$ cat src/rtl/traffic_pkg.sv
// Shared state encodings, lamp codes and sequencing helper
// for the two-road intersection phase controller.
package traffic_pkg;

  typedef enum logic [2:0] {
    IDLE = 3'd0,
    M_G  = 3'd1,
    M_Y  = 3'd2,
    AR1  = 3'd3,
    S_G  = 3'd4,
    S_Y  = 3'd5,
    AR2  = 3'd6
  } state_t;

  localparam logic [2:0] LT_R = 3'b100;
  localparam logic [2:0] LT_Y = 3'b010;
  localparam logic [2:0] LT_G = 3'b001;

  function automatic state_t next_state(
    input state_t s
  );
    case (s)
      IDLE:    next_state = M_G;
      M_G:     next_state = M_Y;
      M_Y:     next_state = AR1;
      AR1:     next_state = S_G;
      S_G:     next_state = S_Y;
      S_Y:     next_state = AR2;
      AR2:     next_state = M_G;
      default: next_state = IDLE;
    endcase
  endfunction

endpackage

$ cat src/rtl/phase_timer.sv
// Seconds countdown for the current phase; a load wins
// over a tick decrement, expire flags the last second.
module phase_timer #(
  parameter int CNT_W = 5
) (
  input  logic             clk,
  input  logic             rst,
  input  logic             load,
  input  logic [CNT_W-1:0] load_val,
  input  logic             tick,
  output logic [CNT_W-1:0] cnt,
  output logic             expire
);

  always_ff @(posedge clk or posedge rst) begin
    if (rst) begin
      cnt <= '0;
    end else if (load) begin
      cnt <= load_val;
    end else if (tick && cnt != '0) begin
      cnt <= cnt - 1'b1;
    end
  end

  assign expire = tick && (cnt == CNT_W'(1));

endmodule

$ cat src/rtl/traffic_phase_scheduler.sv
// Phase FSM, pedestrian request latches and registered
// lamp/walk/countdown outputs for a two-road intersection.
module traffic_phase_scheduler
  import traffic_pkg::*;
#(
  parameter int G_T   = 10,
  parameter int Y_T   = 3,
  parameter int AR_T  = 2,
  parameter int MIN_G = 3,
  parameter int CNT_W = 5
) (
  input  logic             sys_clk,
  input  logic             sys_rst_n,
  input  logic             sys_clk_1s,
  input  logic             ped_req_main,
  input  logic             ped_req_side,
  output logic [2:0]       light_main,
  output logic [2:0]       light_side,
  output logic             walk_main,
  output logic             walk_side,
  output logic [CNT_W-1:0] light_t,
  output logic [2:0]       phase
);

  state_t           state;
  state_t           nxt;
  logic             req_main;
  logic             req_side;
  logic             load;
  logic [CNT_W-1:0] load_val;
  logic [CNT_W-1:0] cnt;
  logic             expire;
  logic             shorten;

  function automatic logic [CNT_W-1:0] dur(
    input state_t s
  );
    case (s)
      M_G, S_G: dur = CNT_W'(G_T);
      M_Y, S_Y: dur = CNT_W'(Y_T);
      AR1, AR2: dur = CNT_W'(AR_T);
      default:  dur = '0;
    endcase
  endfunction

  phase_timer #(
    .CNT_W(CNT_W)
  ) u_timer (
    .clk      (sys_clk),
    .rst      (sys_rst_n),
    .load     (load),
    .load_val (load_val),
    .tick     (sys_clk_1s),
    .cnt      (cnt),
    .expire   (expire)
  );

  // Only the green conflicting with a waiting crossing is cut short
  assign shorten =
    ((state == M_G && req_main) ||
     (state == S_G && req_side)) &&
    (cnt > CNT_W'(MIN_G));

  always_comb begin
    nxt      = state;
    load     = 1'b0;
    load_val = cnt;
    if (sys_clk_1s) begin
      if (state == IDLE || expire) begin
        nxt      = next_state(state);
        load     = 1'b1;
        load_val = dur(next_state(state));
      end else if (shorten) begin
        load     = 1'b1;
        load_val = CNT_W'(MIN_G);
      end
    end
  end

  always_ff @(posedge sys_clk or posedge sys_rst_n) begin
    if (sys_rst_n) begin
      state      <= IDLE;
      req_main   <= 1'b0;
      req_side   <= 1'b0;
      light_main <= LT_R;
      light_side <= LT_R;
      walk_main  <= 1'b0;
      walk_side  <= 1'b0;
      light_t    <= '0;
      phase      <= IDLE;
    end else begin
      state <= nxt;

      if (nxt == S_G && state != S_G) begin
        req_main <= 1'b0;
      end else if (ped_req_main && state != S_G) begin
        req_main <= 1'b1;
      end

      if (nxt == M_G && state != M_G) begin
        req_side <= 1'b0;
      end else if (ped_req_side && state != M_G) begin
        req_side <= 1'b1;
      end

      case (state)
        M_G: begin
          light_main <= LT_G;
          light_side <= LT_R;
        end
        M_Y: begin
          light_main <= LT_Y;
          light_side <= LT_R;
        end
        S_G: begin
          light_main <= LT_R;
          light_side <= LT_G;
        end
        S_Y: begin
          light_main <= LT_R;
          light_side <= LT_Y;
        end
        default: begin
          light_main <= LT_R;
          light_side <= LT_R;
        end
      endcase

      walk_side <= (state == M_G);
      walk_main <= (state == S_G);
      light_t   <= cnt;
      phase     <= state;
    end
  end

endmodule

$ cat config.mk
export PLATFORM = sky130hd
export DESIGN_NAME = traffic_phase_scheduler
export DESIGN_NICKNAME = d
export VERILOG_FILES = /design/src/rtl/traffic_pkg.sv /design/src/rtl/phase_timer.sv /design/src/rtl/traffic_phase_scheduler.sv
export SDC_FILE = /design/constraint.sdc
export NUM_CORES = 1
export LEC_CHECK = 0
export BUFFER_PORTS_ARGS = -buffer_cell sky130_fd_sc_hd__buf_4
export CORE_MARGIN = 1
export CORE_UTILIZATION = 55
export CTS_BUF_LIST = sky130_fd_sc_hd__clkbuf_4
export DETAILED_ROUTE_END_ITERATION = 10
export GPL_ROUTABILITY_DRIVEN = 1
export PLACE_DENSITY_LB_ADDON = 0.05
export SYNTH_ARGS = -nofsm -noshare
export SYNTH_HDL_FRONTEND = slang
export SYNTH_HIERARCHICAL = 1
export SYNTH_SLANG_ARGS = --single-unit
$ cat constraint.sdc
create_clock -name sys_clk -period 2.88 [get_ports sys_clk]
set_input_delay 0.72 -clock sys_clk [delete_from_list [all_inputs] [get_ports sys_clk]]
set_output_delay 0.72 -clock sys_clk [all_outputs]
set_load 0.005 [all_outputs]
; ---- After elaboration in Yosys (flattened, before gate mapping)
; Index checks and enable logic that the tools add are counted.
[word_totals]
register_bits = 26
latch_bits = 0
ramBits = 0
romBits = 0
in_bits = 5
output_inout_bits = 16
word_cells = 72
mem_count = 0
[op_classes]
n_addsub = 1
n_mul = 0
div_mod_pow = 0
magnitude_cmp = 1
eq_ne = 19
shift = 0
mux = 20
bitwise = 0
n_reduce_logical = 21
[op_table]
columns = op, count
row1 = 2-to-1 mux 5 bit, 5
row2 = == test 3 bit (second input constant), 7
row3 = one-hot mux 3 bit (6 select lines), 1
row4 = == test 3 x 2 -> 1 bit (second input constant), 4
row5 = 2-to-1 mux 3 bit, 4
row6 = one-hot mux 3 bit (2 select lines), 2
row7 = one-hot mux 4 bit (3 select lines), 1
row8 = == test 3 x 1 -> 1 bit (second input constant), 3
row9 = logical AND 1 bit, 9
row10 = OR reduction 2 bit, 4
row11 = 2-to-1 mux 1 bit, 7
row12 = inequality test 3 x 1 -> 1 bit (second input constant), 2
row13 = nonzero test 2 bit, 3
row14 = == test 5 x 1 -> 1 bit (second input constant), 1
row15 = > comparator 5 x 2 -> 1 bit (second input constant), 1
row16 = nonzero test 5 bit, 1
row17 = subtractor 5 x 1 -> 5 bit (second input constant), 1
row18 = logical NOT 3 bit, 1
row19 = inequality test 3 bit (second input constant), 1
row20 = AND reduction 3 bit, 1
row21 = logical OR 1 bit, 2
row22 = inequality test 2 bit (second input constant), 1

; ---- Logic depth before layout (Yosys ltp)
[logic_depth]
depth_word = 11
ltp_mapped = 10
ltp_nobuf = 9

; ---- By module
; Netlist, hierarchy kept.
[by_module_without_submodules]
columns = module, n_inst, cells_per_inst, area_each_um2, seq_area_each_um2
row1 = traffic_phase_scheduler, 1, 66, 813.3, 478.0
row2 = phase_timer, 1, 36, 339.1, 125.1

; ---- Worst setup path before layout
; Ideal clock, no wire load.
[synth_timing]
path_kind = input port to flip-flop
start = in sys_clk_1s
end = reg u_timer.cnt[0]
setup_time_ns = 0.146
arrival_time_ns = 2.049
t_required_ns = 2.734
slack_ns = 0.686
cell_stages = 7
n_path_buf = 1
cell_sequence = or4b_4 -> nand2_2 -> or2_1 -> clkbuf_1 -> nor3b_1 -> mux2i_1 -> o311ai_0
[synth_via]
elab_chain_cells = 6
word_cells_on_any_way = 12
classes_between = eq/ne (2) / mux (5) / reduce/logical (5)
[synth_rtl]
columns = element, line
row1 = "start, declared", traffic_phase_scheduler.sv:14  ; input logic sys_clk_1s,
row2 = logical AND 1 bit, phase_timer.sv:25  ; assign expire = tick && (cnt == CNT_W'(1));
row3 = logical OR 1 bit, traffic_phase_scheduler.sv:69  ; if (state == IDLE || expire) begin
row4 = 2-to-1 mux 1 bit, traffic_phase_scheduler.sv:69
row5 = 2-to-1 mux 1 bit (*), traffic_phase_scheduler.sv:68  ; if (sys_clk_1s) begin
row6 = net load, traffic_phase_scheduler.sv:29  ; logic load;
row7 = "inequality test 3 x 1 -> 1 bit (no source line), or another cell as far along", --
row8 = AND reduction 3 bit (no source line), --
row9 = "end signal, assigned", phase_timer.sv:19  ; cnt <= load_val;
row10 = "end signal, assigned", phase_timer.sv:21  ; cnt <= cnt - 1'b1;
row11 = "end, declared", phase_timer.sv:11  ; output logic [CNT_W-1:0] cnt,
; The timed path passes the listed nets; every way through them passes the cells marked *. The select of a mux whose other input is x is not followed.
; A chain may end at the register's enable or synchronous reset.

; ---- Final worst setup path
[layout_timing]
start = reg state[0]
end = reg u_timer.cnt[3]
[layout_via]
word_cells_on_any_way = 36
classes_between = eq/ne (14) / mux (10) / reduce/logical (12)
[layout_lines]
columns = element, line
row1 = "start, declared", traffic_phase_scheduler.sv:25  ; state_t state;
row2 = "start signal, assigned", traffic_phase_scheduler.sv:92  ; state <= nxt;
row3 = == test 3 x 1 -> 1 bit / == test 3 bit (equally long branches), "traffic_phase_scheduler.sv:60, traffic_phase_scheduler.sv:61"
row4 = logical AND 1 bit (on tied branches), "traffic_phase_scheduler.sv:60, traffic_phase_scheduler.sv:61"
row5 = logical OR 1 bit, traffic_phase_scheduler.sv:60  ; ((state == M_G && req_main) ||
row6 = logical AND 1 bit, traffic_phase_scheduler.sv:61  ; (state == S_G && req_side)) &&
row7 = 2-to-1 mux 1 bit, traffic_phase_scheduler.sv:73  ; end else if (shorten) begin
row8 = 2-to-1 mux 1 bit (*), traffic_phase_scheduler.sv:69
row9 = 2-to-1 mux 1 bit (*), traffic_phase_scheduler.sv:68
row10 = net load, traffic_phase_scheduler.sv:29
row11 = "inequality test 3 x 1 -> 1 bit (no source line), or another cell as far along", --
row12 = AND reduction 3 bit (no source line), --
; Marks and branches as above.

==> flow_metrics.env <==
export IMPL_std_cell_rows=16
export IMPL_rsz0062_at_grt="false"
export IMPL_critPathRequiredTime_ns=3.08
export IMPL_grt_pass1_wl_microns=3060
export IMPL_final_util=0.677
export IMPL_critical_path_cell_chain="nand3b_1, a2111oi_4, or2_1, nor2b_1, a221o_1"
export IMPL_cts_buffers=3
export IMPL_power_total_w=0.00129
export IMPL_antenna_found_initial=0
export IMPL_antennaDiodeCount=0
export IMPL_worstPathMaxFanout=17
export IMPL_clk_latency_ns=0.31
export IMPL_critPathLaunchType="flop"
export IMPL_endpoint_kind="flop"
export IMPL_fin_area_sq_um=1330
export IMPL_syn_area_per_cell_sq_um=11.3
export IMPL_track_usage=0.196
export IMPL_post_cts_buffers=0
export IMPL_synth_seq_cells=24
export IMPL_hold_viol=0
export IMPL_fmax_mhz=426
export IMPL_via_per_inst=5.54
export IMPL_syn_inst=102
export IMPL_worstSetupStartpoint="state[0]"
export IMPL_cp_endpoint="u_timer/cnt[3]"
export IMPL_clock_sinks=24
export IMPL_drc=0
export IMPL_clockBufferDepth=2
export IMPL_core_area_sq_um=1960
export IMPL_io_buffers=20
export IMPL_dr_pass1_iters=4
export IMPL_hpwl_microns=1420
export IMPL_seq_area_frac_synth=0.523
export IMPL_relSlewSlack=0.557
export IMPL_cts_hold_buf=0
export IMPL_area_growth_pct=15.3
export IMPL_mostFrequentLayoutCell="dfrtp_1"
export IMPL_status="finished, final reports clean"
export IMPL_power_density_nw_per_um2=974
export IMPL_hold_class="input port to async pin"
export IMPL_reg2reg_depth=5
export IMPL_fin_crit_sh=0.815
export IMPL_crit_type="flop to flop"
export IMPL_antenna_left=0
export IMPL_finClkSkew_ns=0.00224
export IMPL_r2r_start="state[0]"
export IMPL_clk_pin_slew_ns=0.12
export IMPL_placed_cell_area_sq_um=1300
export IMPL_cts_root_buf="clkbuf_4"
export IMPL_synth_cell_types=40
export IMPL_first_global_vias=686
export IMPL_io_pins=21
export IMPL_final_nets=128
export IMPL_ir_drop_v=0.000538
export IMPL_start_util=0.587
export IMPL_cp_slowest_cell="dfrtp_1"
export IMPL_gp_congestion=0.755
export IMPL_ctsResizeCount=0
export IMPL_htree_levels=1
export IMPL_ys_warn_count=6
export IMPL_drt_iter0_markers=12
export IMPL_grt_remaining_overflow=0
export IMPL_wire_per_inst_microns=13.3
export IMPL_synth_net_count=109
export IMPL_maxSlewViolCount=0
export IMPL_r2r_setup_slack_ns=0.53
export IMPL_worst_pin_slew_ns=0.664
export IMPL_cap_violations=0
export IMPL_cellLeakagePower_nw=0.596
export IMPL_drive_gt1_frac=0.267
export IMPL_period_needed_ns=2.35
export IMPL_crit_arrival_ns=2.55
export IMPL_fp_dieH_microns=47.8
export IMPL_die_w_microns=47.8
export IMPL_critPathMaxStageDelay_ns=0.58
export IMPL_grt_max_degree=20
export IMPL_netlist_area_sq_um=1150
export IMPL_tns_ns=0
export IMPL_die_area_sq_um=2280
export IMPL_routed_wl_microns=1960
export IMPL_r2r_end="u_timer/cnt[3]"
export IMPL_final_cell_mix="dfrtp_1 (22), buf_4 (20), inv_1 (7)"
export IMPL_route_vias_total=814
export IMPL_tritoncts="built"
export IMPL_setup_viol=0
==> final cells by class <==
class	instances	area, sq um
fill	168	633
inverter	7	26.3
clock buffer	3	22.5
clock inverter	1	3.75
sequential	24	603
tap	27	33.8
multi-input combinational	65	489
timing repair buffer	20	150
==> synthesized netlist by cell type <==
| library cell | instances | share of area |
|---|---|---|
| o21ai_0 | 3 | 0.013 |
| or4b_4 | 2 | 0.024 |
| o22a_1 | 1 | 0.0076 |
| o311ai_0 | 1 | 0.0076 |
| buf_2 | 3 | 0.013 |
| nand2_2 | 1 | 0.0054 |
| o21a_1 | 1 | 0.0065 |
| a21oi_1 | 4 | 0.017 |
| a2111oi_2 | 1 | 0.013 |
| buf_4 | 2 | 0.013 |
| nor2_1 | 4 | 0.013 |
| dfstp_2 | 2 | 0.046 |
| o31ai_1 | 1 | 0.0065 |
| nor3_1 | 1 | 0.0043 |
| o21ai_1 | 1 | 0.0043 |
| o2bb2ai_1 | 1 | 0.0076 |
| a22o_1 | 1 | 0.0076 |
| a2111oi_4 | 1 | 0.024 |
| o31a_1 | 2 | 0.015 |
| inv_1 | 7 | 0.023 |
| or2_1 | 1 | 0.0054 |
| nand3_1 | 3 | 0.013 |
| nand2b_1 | 1 | 0.0054 |
| mux2_2 | 1 | 0.0098 |
| a31o_2 | 1 | 0.0076 |
| nand3b_1 | 3 | 0.020 |
| clkbuf_1 | 1 | 0.0033 |
| ha_1 | 2 | 0.022 |
| nand2_1 | 6 | 0.020 |
| a2bb2oi_1 | 1 | 0.0076 |
| a221o_1 | 1 | 0.0087 |
| and4b_1 | 1 | 0.0087 |
| nor3b_1 | 5 | 0.033 |
| xor2_1 | 2 | 0.015 |
| nor2b_1 | 4 | 0.022 |
| mux2i_1 | 3 | 0.026 |
| or3_1 | 1 | 0.0054 |
| or4b_1 | 1 | 0.0087 |
| dfrtp_1 | 22 | 0.48 |
| and3_1 | 2 | 0.011 |
==> stage by stage <==
stage               setup slack, ns  hold WS [ns]  cells
finish                        0.534         0.310    147
global route                  0.381         0.306    147
CTS                           0.536         0.303    147
detailed placement            0.444         0.463    143
global placement              0.532         0.465    143
floorplan                     0.686         0.371    102
==> how the worst min path moves through the flow <==
stage              startpoint        endpoint  slack [ns]  cells past startpoint
2_1_floorplan        state[1]        phase[1]        0.37                      0
3_3_place_gp   u_timer/cnt[1]      light_t[1]        0.47                      0
3_5_place_dp   u_timer/cnt[1]      light_t[1]        0.46                      0
4_1_cts             sys_rst_n  u_timer/cnt[2]        0.30                      2
5_1_grt             sys_rst_n  u_timer/cnt[3]        0.31                      2
6_report            sys_rst_n  u_timer/cnt[4]        0.31                      2
==> worst max-delay path, delay by kind of cell, from the launching register on <==
kind | cells | cell delay, ns
AND/OR/NAND/NOR | 3 | 0.80
flip-flops | 1 | 0.58
AO/OA/AOI/OAI | 2 | 0.86
==> layer usage <==
metal | track usage | vias up | wire length [microns]
met5 | 0 | - | 0
met4 | 0.0833 | 0 | 32
met3 | 0.0340 | 4 | 59
met2 | 0.292 | 17 | 919
met1 | 0.282 | 396 | 945
li1 | - | 397 | -
==> registers in the layout (all words and copies together), names as in the netlist <==
name and count:
u_timer/cnt 5, light_t 5, state 3, phase 3
walk_main 1, req_side 1, light_main 2, walk_side 1
light_side 2, req_main 1
==> report_power, final <==
part	internal, W	total, W	switching [W]
clock	0.0000506	0.000141	0.0000908
combinational	0.000291	0.000523	0.000232
sequential	0.000473	0.000630	0.000157
total	0.000814	0.00129	0.000479
==> cell families (layout without fill, tap and decap cells) <==
| group | count (synthesis) | count (layout) | synth area share |
|---|---|---|---|
| muxes | 4 | 4 | 0.0358 |
| DFF | 24 | 24 | 0.523 |
| and+or+nand+nor | 36 | 36 | 0.198 |
| adders and majority gates | 2 | 2 | 0.0217 |
| xor gates and xnor gates | 2 | 2 | 0.0152 |
| buffers and inverters | 13 | 31 | 0.0521 |
| AOI/OAI and AO/OA | 21 | 21 | 0.154 |
Power figures use the tool's default switching activity.
